--- config.mk ---
export PLATFORM = sky130hd
export DESIGN_NAME = fir_sample_sequencer
export DESIGN_NICKNAME = d
export VERILOG_FILES = /design/src/rtl/fir_sample_sequencer.sv
export SDC_FILE = /design/constraint.sdc
export NUM_CORES = 1
export LEC_CHECK = 0
export CAP_MARGIN = 20
export CORE_MARGIN = 1
export CORE_UTILIZATION = 42
export DETAILED_ROUTE_END_ITERATION = 12
export GPL_TIMING_DRIVEN = 0
export PLACE_DENSITY = 0.7
export RECOVER_POWER = 100
export SLEW_MARGIN = 0
export SYNTH_ARGS = -nofsm -noshare
export SYNTH_HDL_FRONTEND = slang
export SYNTH_SLANG_ARGS = --single-unit
--- constraint.sdc ---
create_clock -name clk_1kHz -period 2.5 [get_ports clk_1kHz]
set_clock_uncertainty 0.15 [all_clocks]
set_input_delay 0.375 -clock clk_1kHz [delete_from_list [all_inputs] [get_ports clk_1kHz]]
set_output_delay 0.375 -clock clk_1kHz [all_outputs]
set_load 0.05 [all_outputs]
--- src/rtl/fir_sample_sequencer.sv ---
// Sample sequencer for the FIR core: key/timer requests -> one-cycle o_fir_clk, then BCD conversion of the result.
// Optional FIR_SEQ_PENDING_EN keeps one request that arrives while busy and replays it straight from DONE.
module fir_sample_sequencer #(
    parameter int AUTO_PERIOD = 500,
    parameter int Y_WIDTH     = 12
) (
    input  logic               clk_1kHz,
    input  logic               i_rst_n,
    input  logic               i_step,
    input  logic               i_mode_key,
    input  logic [2:0]         i_xin,
    input  logic [Y_WIDTH-1:0] i_yout,
    output logic               o_fir_clk,
    output logic [2:0]         o_fir_xin,
    output logic [15:0]        o_digits,
    output logic               o_done,
    output logic               o_busy,
    output logic               o_auto,
    output logic [7:0]         o_sample_cnt
);

    localparam int         SH_W        = Y_WIDTH + 16;
    localparam logic [15:0] PERIOD_LAST = 16'(AUTO_PERIOD - 1);
    localparam logic [3:0]  BIT_LAST    = 4'(Y_WIDTH - 1);

    typedef enum logic [2:0] {
        IDLE,
        STROBE,
        SETTLE,
        CONVERT,
        DONE
    } state_t;

    state_t            state_q, state_d;
    logic              step_q, step_d;
    logic              mode_q, mode_d;
    logic              step_rise_q, step_rise_d;
    logic              mode_rise_q, mode_rise_d;
    logic              auto_q, auto_d;
    logic [15:0]       period_q, period_d;
    logic [2:0]        xin_q, xin_d;
    logic [15:0]       digits_q, digits_d;
    logic [7:0]        cnt_q, cnt_d;
    logic [SH_W-1:0]   sh_q, sh_d;
    logic [3:0]        bit_q, bit_d;

    logic              period_hit;
    logic              request;
    logic              pending_take;
    logic [SH_W-1:0]   sh_next;

    // One double-dabble iteration: bias every BCD digit >= 5 by 3, then shift the whole register left.
    function automatic logic [SH_W-1:0] dabble(input logic [SH_W-1:0] v);
        logic [SH_W-1:0] r;
        r = v;
        for (int i = 0; i < 4; i++) begin
            if (r[Y_WIDTH + 4*i +: 4] >= 4'd5) begin
                r[Y_WIDTH + 4*i +: 4] = r[Y_WIDTH + 4*i +: 4] + 4'd3;
            end
        end
        return r << 1;
    endfunction

    always_comb begin
        step_d      = i_step;
        mode_d      = i_mode_key;
        step_rise_d = i_step & ~step_q;
        mode_rise_d = i_mode_key & ~mode_q;
        auto_d      = auto_q ^ mode_rise_q;

        period_hit  = auto_q && (period_q == PERIOD_LAST);
        request     = auto_q ? period_hit : step_rise_q;

        period_d = period_q + 16'd1;
        if (mode_rise_q || !auto_q || period_hit) begin
            period_d = 16'd0;
        end
    end

`ifdef FIR_SEQ_PENDING_EN
    logic pending_q, pending_d;

    always_comb begin
        pending_d = pending_q;
        if (mode_rise_q) begin
            pending_d = 1'b0;
        end else if (state_q == IDLE || (state_q == DONE && pending_q)) begin
            pending_d = 1'b0;
        end else if (request) begin
            pending_d = 1'b1;
        end
    end

    always_ff @(posedge clk_1kHz or negedge i_rst_n) begin
        if (!i_rst_n) begin
            pending_q <= 1'b0;
        end else begin
            pending_q <= pending_d;
        end
    end

    assign pending_take = pending_q;
`else
    assign pending_take = 1'b0;
`endif

    assign sh_next = dabble(sh_q);

    always_comb begin
        state_d  = state_q;
        xin_d    = xin_q;
        sh_d     = sh_q;
        bit_d    = bit_q;
        digits_d = digits_q;
        cnt_d    = cnt_q;

        unique case (state_q)
            IDLE: begin
                if (request || pending_take) begin
                    xin_d   = i_xin;
                    state_d = STROBE;
                end
            end
            STROBE: begin
                state_d = SETTLE;
            end
            SETTLE: begin
                sh_d    = {16'd0, i_yout};
                bit_d   = 4'd0;
                state_d = CONVERT;
            end
            CONVERT: begin
                sh_d  = sh_next;
                bit_d = bit_q + 4'd1;
                // Results land on entry to DONE so they are already valid while o_done is high.
                if (bit_q == BIT_LAST) begin
                    digits_d = sh_next[SH_W-1 -: 16];
                    cnt_d    = cnt_q + 8'd1;
                    state_d  = DONE;
                end
            end
            DONE: begin
                if (pending_take) begin
                    xin_d   = i_xin;
                    state_d = STROBE;
                end else begin
                    state_d = IDLE;
                end
            end
            default: begin
                state_d = IDLE;
            end
        endcase
    end

    always_ff @(posedge clk_1kHz or negedge i_rst_n) begin
        if (!i_rst_n) begin
            state_q     <= IDLE;
            step_q      <= 1'b0;
            mode_q      <= 1'b0;
            step_rise_q <= 1'b0;
            mode_rise_q <= 1'b0;
            auto_q      <= 1'b0;
            period_q    <= 16'd0;
            xin_q       <= 3'd0;
            digits_q    <= 16'd0;
            cnt_q       <= 8'd0;
            sh_q        <= '0;
            bit_q       <= 4'd0;
        end else begin
            state_q     <= state_d;
            step_q      <= step_d;
            mode_q      <= mode_d;
            step_rise_q <= step_rise_d;
            mode_rise_q <= mode_rise_d;
            auto_q      <= auto_d;
            period_q    <= period_d;
            xin_q       <= xin_d;
            digits_q    <= digits_d;
            cnt_q       <= cnt_d;
            sh_q        <= sh_d;
            bit_q       <= bit_d;
        end
    end

    assign o_fir_clk    = (state_q == STROBE);
    assign o_done       = (state_q == DONE);
    assign o_busy       = (state_q != IDLE);
    assign o_fir_xin    = xin_q;
    assign o_digits     = digits_q;
    assign o_auto       = auto_q;
    assign o_sample_cnt = cnt_q;

endmodule

==> flow_summary.toml <==
[status]
status = "finished clean"

[worst_setup_path]
critPathMaxStageDelay_ns = 0.34
cp.required_ns = 1.98
critical_path.startpoint = "state_q[0]"
crit_path_max_fanout = 10
end_kind = "output port"
path_cells = "buf_2 -> buf_2 -> nor2_1 -> and2_0 -> clkdlybuf4s15_2"
crit_arrival_ns = 1.84
worstSetupStartpointType = "register"
reg2reg_from = "period_q[0]"
criticalPathCategory = "register to output port"
path_common_cell = "buf_2"
crit_slowest_cell = "clkdlybuf4s15_2"

[die]
die_h_um = 98.6
die_x_um = 98.6
rows = 34
io_pins = 50
core_sq_um = 8890
die-area_sq_um = 9720
start_util = 0.441

[hold_path]
holdCritPathClass = "register to register"
hp-start = "mode_q"

[logic_synthesis]
ys_seq_area_frac = 0.530
synthDistinctLibCells = 43
synth_nets = 416
synth_seq_cells = 83
ys_warn_count = 0
synth.avg_cell_area_sq_um = 10.2
syn_inst = 385
syn_area_sq_um = 3920

[final_layout]
antennaDiodeCount = 0
fin_nets = 478
drive_above_1_share = 0.0730
stdcell_area_sq_um = 4810
final_cells = 560
area_growth_pct = 22.6
fillCellCount = 785

[clock_tree]
insertion_delay_ns = 0.36
cts_tree = "done"
clockBufferDepth = 2
htree_levels = 3
numCtsBuffers = 9
cts.sinks = 83
post_cts_buffers = 0
path_clk_slew_ns = 0.08
cts_root_buf = "clkbuf_8"

[power_and_ir_drop]
p_per_area_nw_per_um2 = 1130
leakage_nw = 2.11
seq_power_share = 0.375
combPwrFrac = 0.394
p_int_mw = 3.26
p_switching_mw = 2.15
p_clk_frac = 0.231
switching_share = 0.398
ir_worst_vdd_uv = 615

[sta]
final_hold_viol_count = 0
finalCritPeriodShare = 0.947
slew_headroom = 0.243
max_slew.worst_pin.slew_ns = 1.14
min_period_ns = 2.37
timing.fmax_mhz = 422
rsz0062_at_grt = "false"
maxSlewViolCount = 0
setup_viol = 0

[global_routing]
antenna_found_initial = 0
grt_max_degree = 64
grt_overflow = 0
gr-usage-all-layers = 0.183
grt_pass1_vias = 2958
grt_pass1_wl_mm = 14.0

[placed_design]
portBuffers = 49
dpl_cell_area_sq_um = 4570
gp_congestion = 0.786
dp.cells = 543
post-dp-hpwl_mm = 5.62

[route]
drt_iter0_drc = 128
drc = 0
ant_nets = 0
routed_via_density = 5.36
dr.pass1.iters = 4
num_vias = 3002
wl_mm = 7.98
routedWlPerCell_um = 14.3

[run]
drv_cap = 0
## worst max-delay path, delay by kind of cell, from the launching register on
family | cells | cell delay, ns
flops | 1 | 0.33
simple gates | 2 | 0.25
buf+inv | 3 | 0.92
## cell usage after synthesis, drive strengths merged
cell | n | area [sq um]
and2 | 5 | 31.3
or3 | 1 | 6.26
mux2i | 12 | 120
and4 | 3 | 26.3
or3b | 1 | 8.76
nand4b | 1 | 8.76
xor2 | 9 | 78.8
xnor2 | 16 | 140
a21oi | 13 | 65.1
o21ai | 43 | 219
nor4 | 5 | 37.5
mux2 | 4 | 45.0
a311o | 3 | 30.0
nor4b | 1 | 15.0
o22ai | 7 | 43.8
nor2 | 20 | 75.1
a31oi | 4 | 25.0
dfrtp | 83 | 2080
nand3 | 9 | 50.1
buf | 6 | 32.5
nor3 | 8 | 51.3
nor2b | 4 | 25.0
a211oi | 2 | 20.0
nor3b | 6 | 45.0
nand2 | 57 | 214
inv | 14 | 52.6
or2 | 1 | 6.26
and3 | 5 | 31.3
nand4 | 11 | 75.1
nand2b | 6 | 37.5
ha | 12 | 150
clkbuf | 9 | 36.3
and4b | 1 | 10.0
a221o | 3 | 30.0
## power by group through the flow
stage / clock [mW] / sequential, mW / combinational, mW
floorplan: 0 / 2.43 / 1.14
global placement: 0 / 2.05 / 2.13
detailed placement: 0 / 2.06 / 2.21
CTS: 1.28 / 2.03 / 2.22
global route: 1.34 / 2.10 / 2.36
finish: 1.25 / 2.03 / 2.13
## stage by stage
| stage | total power, mW | utilization | worst slack (ns) | hold WS, ns | setup TNS [ns] |
|---|---|---|---|---|---|
| global placement | 4.18 | 0.511 | -2.13 | 0.232 | -176.67 |
| CTS | 5.54 | 0.545 | 0.00130 | 0.246 | 0 |
| global route | 5.80 | 0.541 | 0.0128 | 0.269 | 0 |
| detailed placement | 4.27 | 0.514 | 0.0861 | 0.140 | 0 |
| finish | 5.41 | 0.541 | 0.131 | 0.244 | 0 |
| floorplan | 3.57 | - | 0.261 | -0.0706 | 0 |
## cell type report
class                   instances  area [sq um]  share of cell area
flip-flops and latches         83          2080               0.432
multi-input cells             273          1720               0.357
repair buffers                 51           500               0.104
clock inverters                 7           139              0.0289
well taps                     108           135              0.0281
clock buffers                   9           124              0.0258
plain buffers                  15          61.3              0.0128
inverters                      14          52.6              0.0109
## cell families (layout without fill, tap and decap cells)
| kind of cell | count (synthesis) | count (layout) | share of synthesized area |
|---|---|---|---|
| and+or+nand+nor | 145 | 145 | 0.192 |
| DFF | 83 | 83 | 0.530 |
| AOI/OAI and AO/OA | 75 | 75 | 0.110 |
| buffers and inverters | 29 | 96 | 0.0310 |
| xor gates and xnor gates | 25 | 25 | 0.0559 |
| muxes | 16 | 16 | 0.0421 |
| adders and majority gates | 12 | 12 | 0.0383 |
## per-layer routing
| metal | wire (um) | up-vias | GRT usage | share of wire |
|---|---|---|---|---|
| met5 | 0 | - | 0 | 0 |
| met4 | 148 | 0 | 0.0838 | 0.019 |
| met3 | 278 | 13 | 0.0397 | 0.035 |
| met2 | 3790 | 52 | 0.300 | 0.47 |
| met1 | 3770 | 1465 | 0.235 | 0.47 |
| li1 | - | 1472 | - | - |
## worst paths after layout
path / slack (ns) / cells after the start / end
worst max-delay path: 0.13 / 5 / o_done
worst min-delay path: 0.24 / 1 / mode_rise_q
worst min register to register: 0.24 / 1 / mode_rise_q
worst max register to register: 0.35 / 6 / period_q[6]
min in group asynchronous: 0.61 / 2 / o_sample_cnt[5]
max in group asynchronous: 0.47 / 3 / o_fir_xin[0]
## sequential cells by signal (all words and copies together) (netlist names)
| name | cells |
|---|---|
| state_q | 3 |
| mode_q | 1 |
| bit_q | 4 |
| sh_q | 28 |
| step_q | 1 |
| period_q | 16 |
| o_auto | 1 |
| mode_rise_q | 1 |
| o_digits | 16 |
| step_rise_q | 1 |
| o_sample_cnt | 8 |
| o_fir_xin | 3 |
## layout by cell type, fill, tap and decap left out, types with 4 or more instances in the layout
master / Yosys / layout
bufinv_16: 0 / 4
dfrtp_1: 83 / 83
nor4_1: 4 / 4
nand3_1: 8 / 8
nor3b_1: 6 / 6
dlygate4sd3_1: 0 / 31
and2_1: 5 / 4
clkbuf_1: 7 / 12
mux2i_1: 12 / 12
nor2b_1: 4 / 4
nor3_1: 7 / 7
nand2_1: 57 / 57
nor2_1: 20 / 20
clkdlybuf4s50_1: 0 / 15
xnor2_1: 16 / 16
nand2b_1: 6 / 6
nand4_1: 10 / 10
a21oi_1: 13 / 13
o21ai_0: 42 / 42
xor2_1: 9 / 9
clkbuf_8: 0 / 9
inv_1: 13 / 14
and3_1: 5 / 5
a31oi_1: 4 / 4
o22ai_1: 7 / 7
ha_1: 12 / 12
## timing repair
item	4_1_cts	5_1_grt
hold endpoints to repair	20	0
hold buffers	1	0
resized for setup	6	2
endpoints found under the setup margin	3	1
No activity file was read; power rests on OpenSTA's default activity.
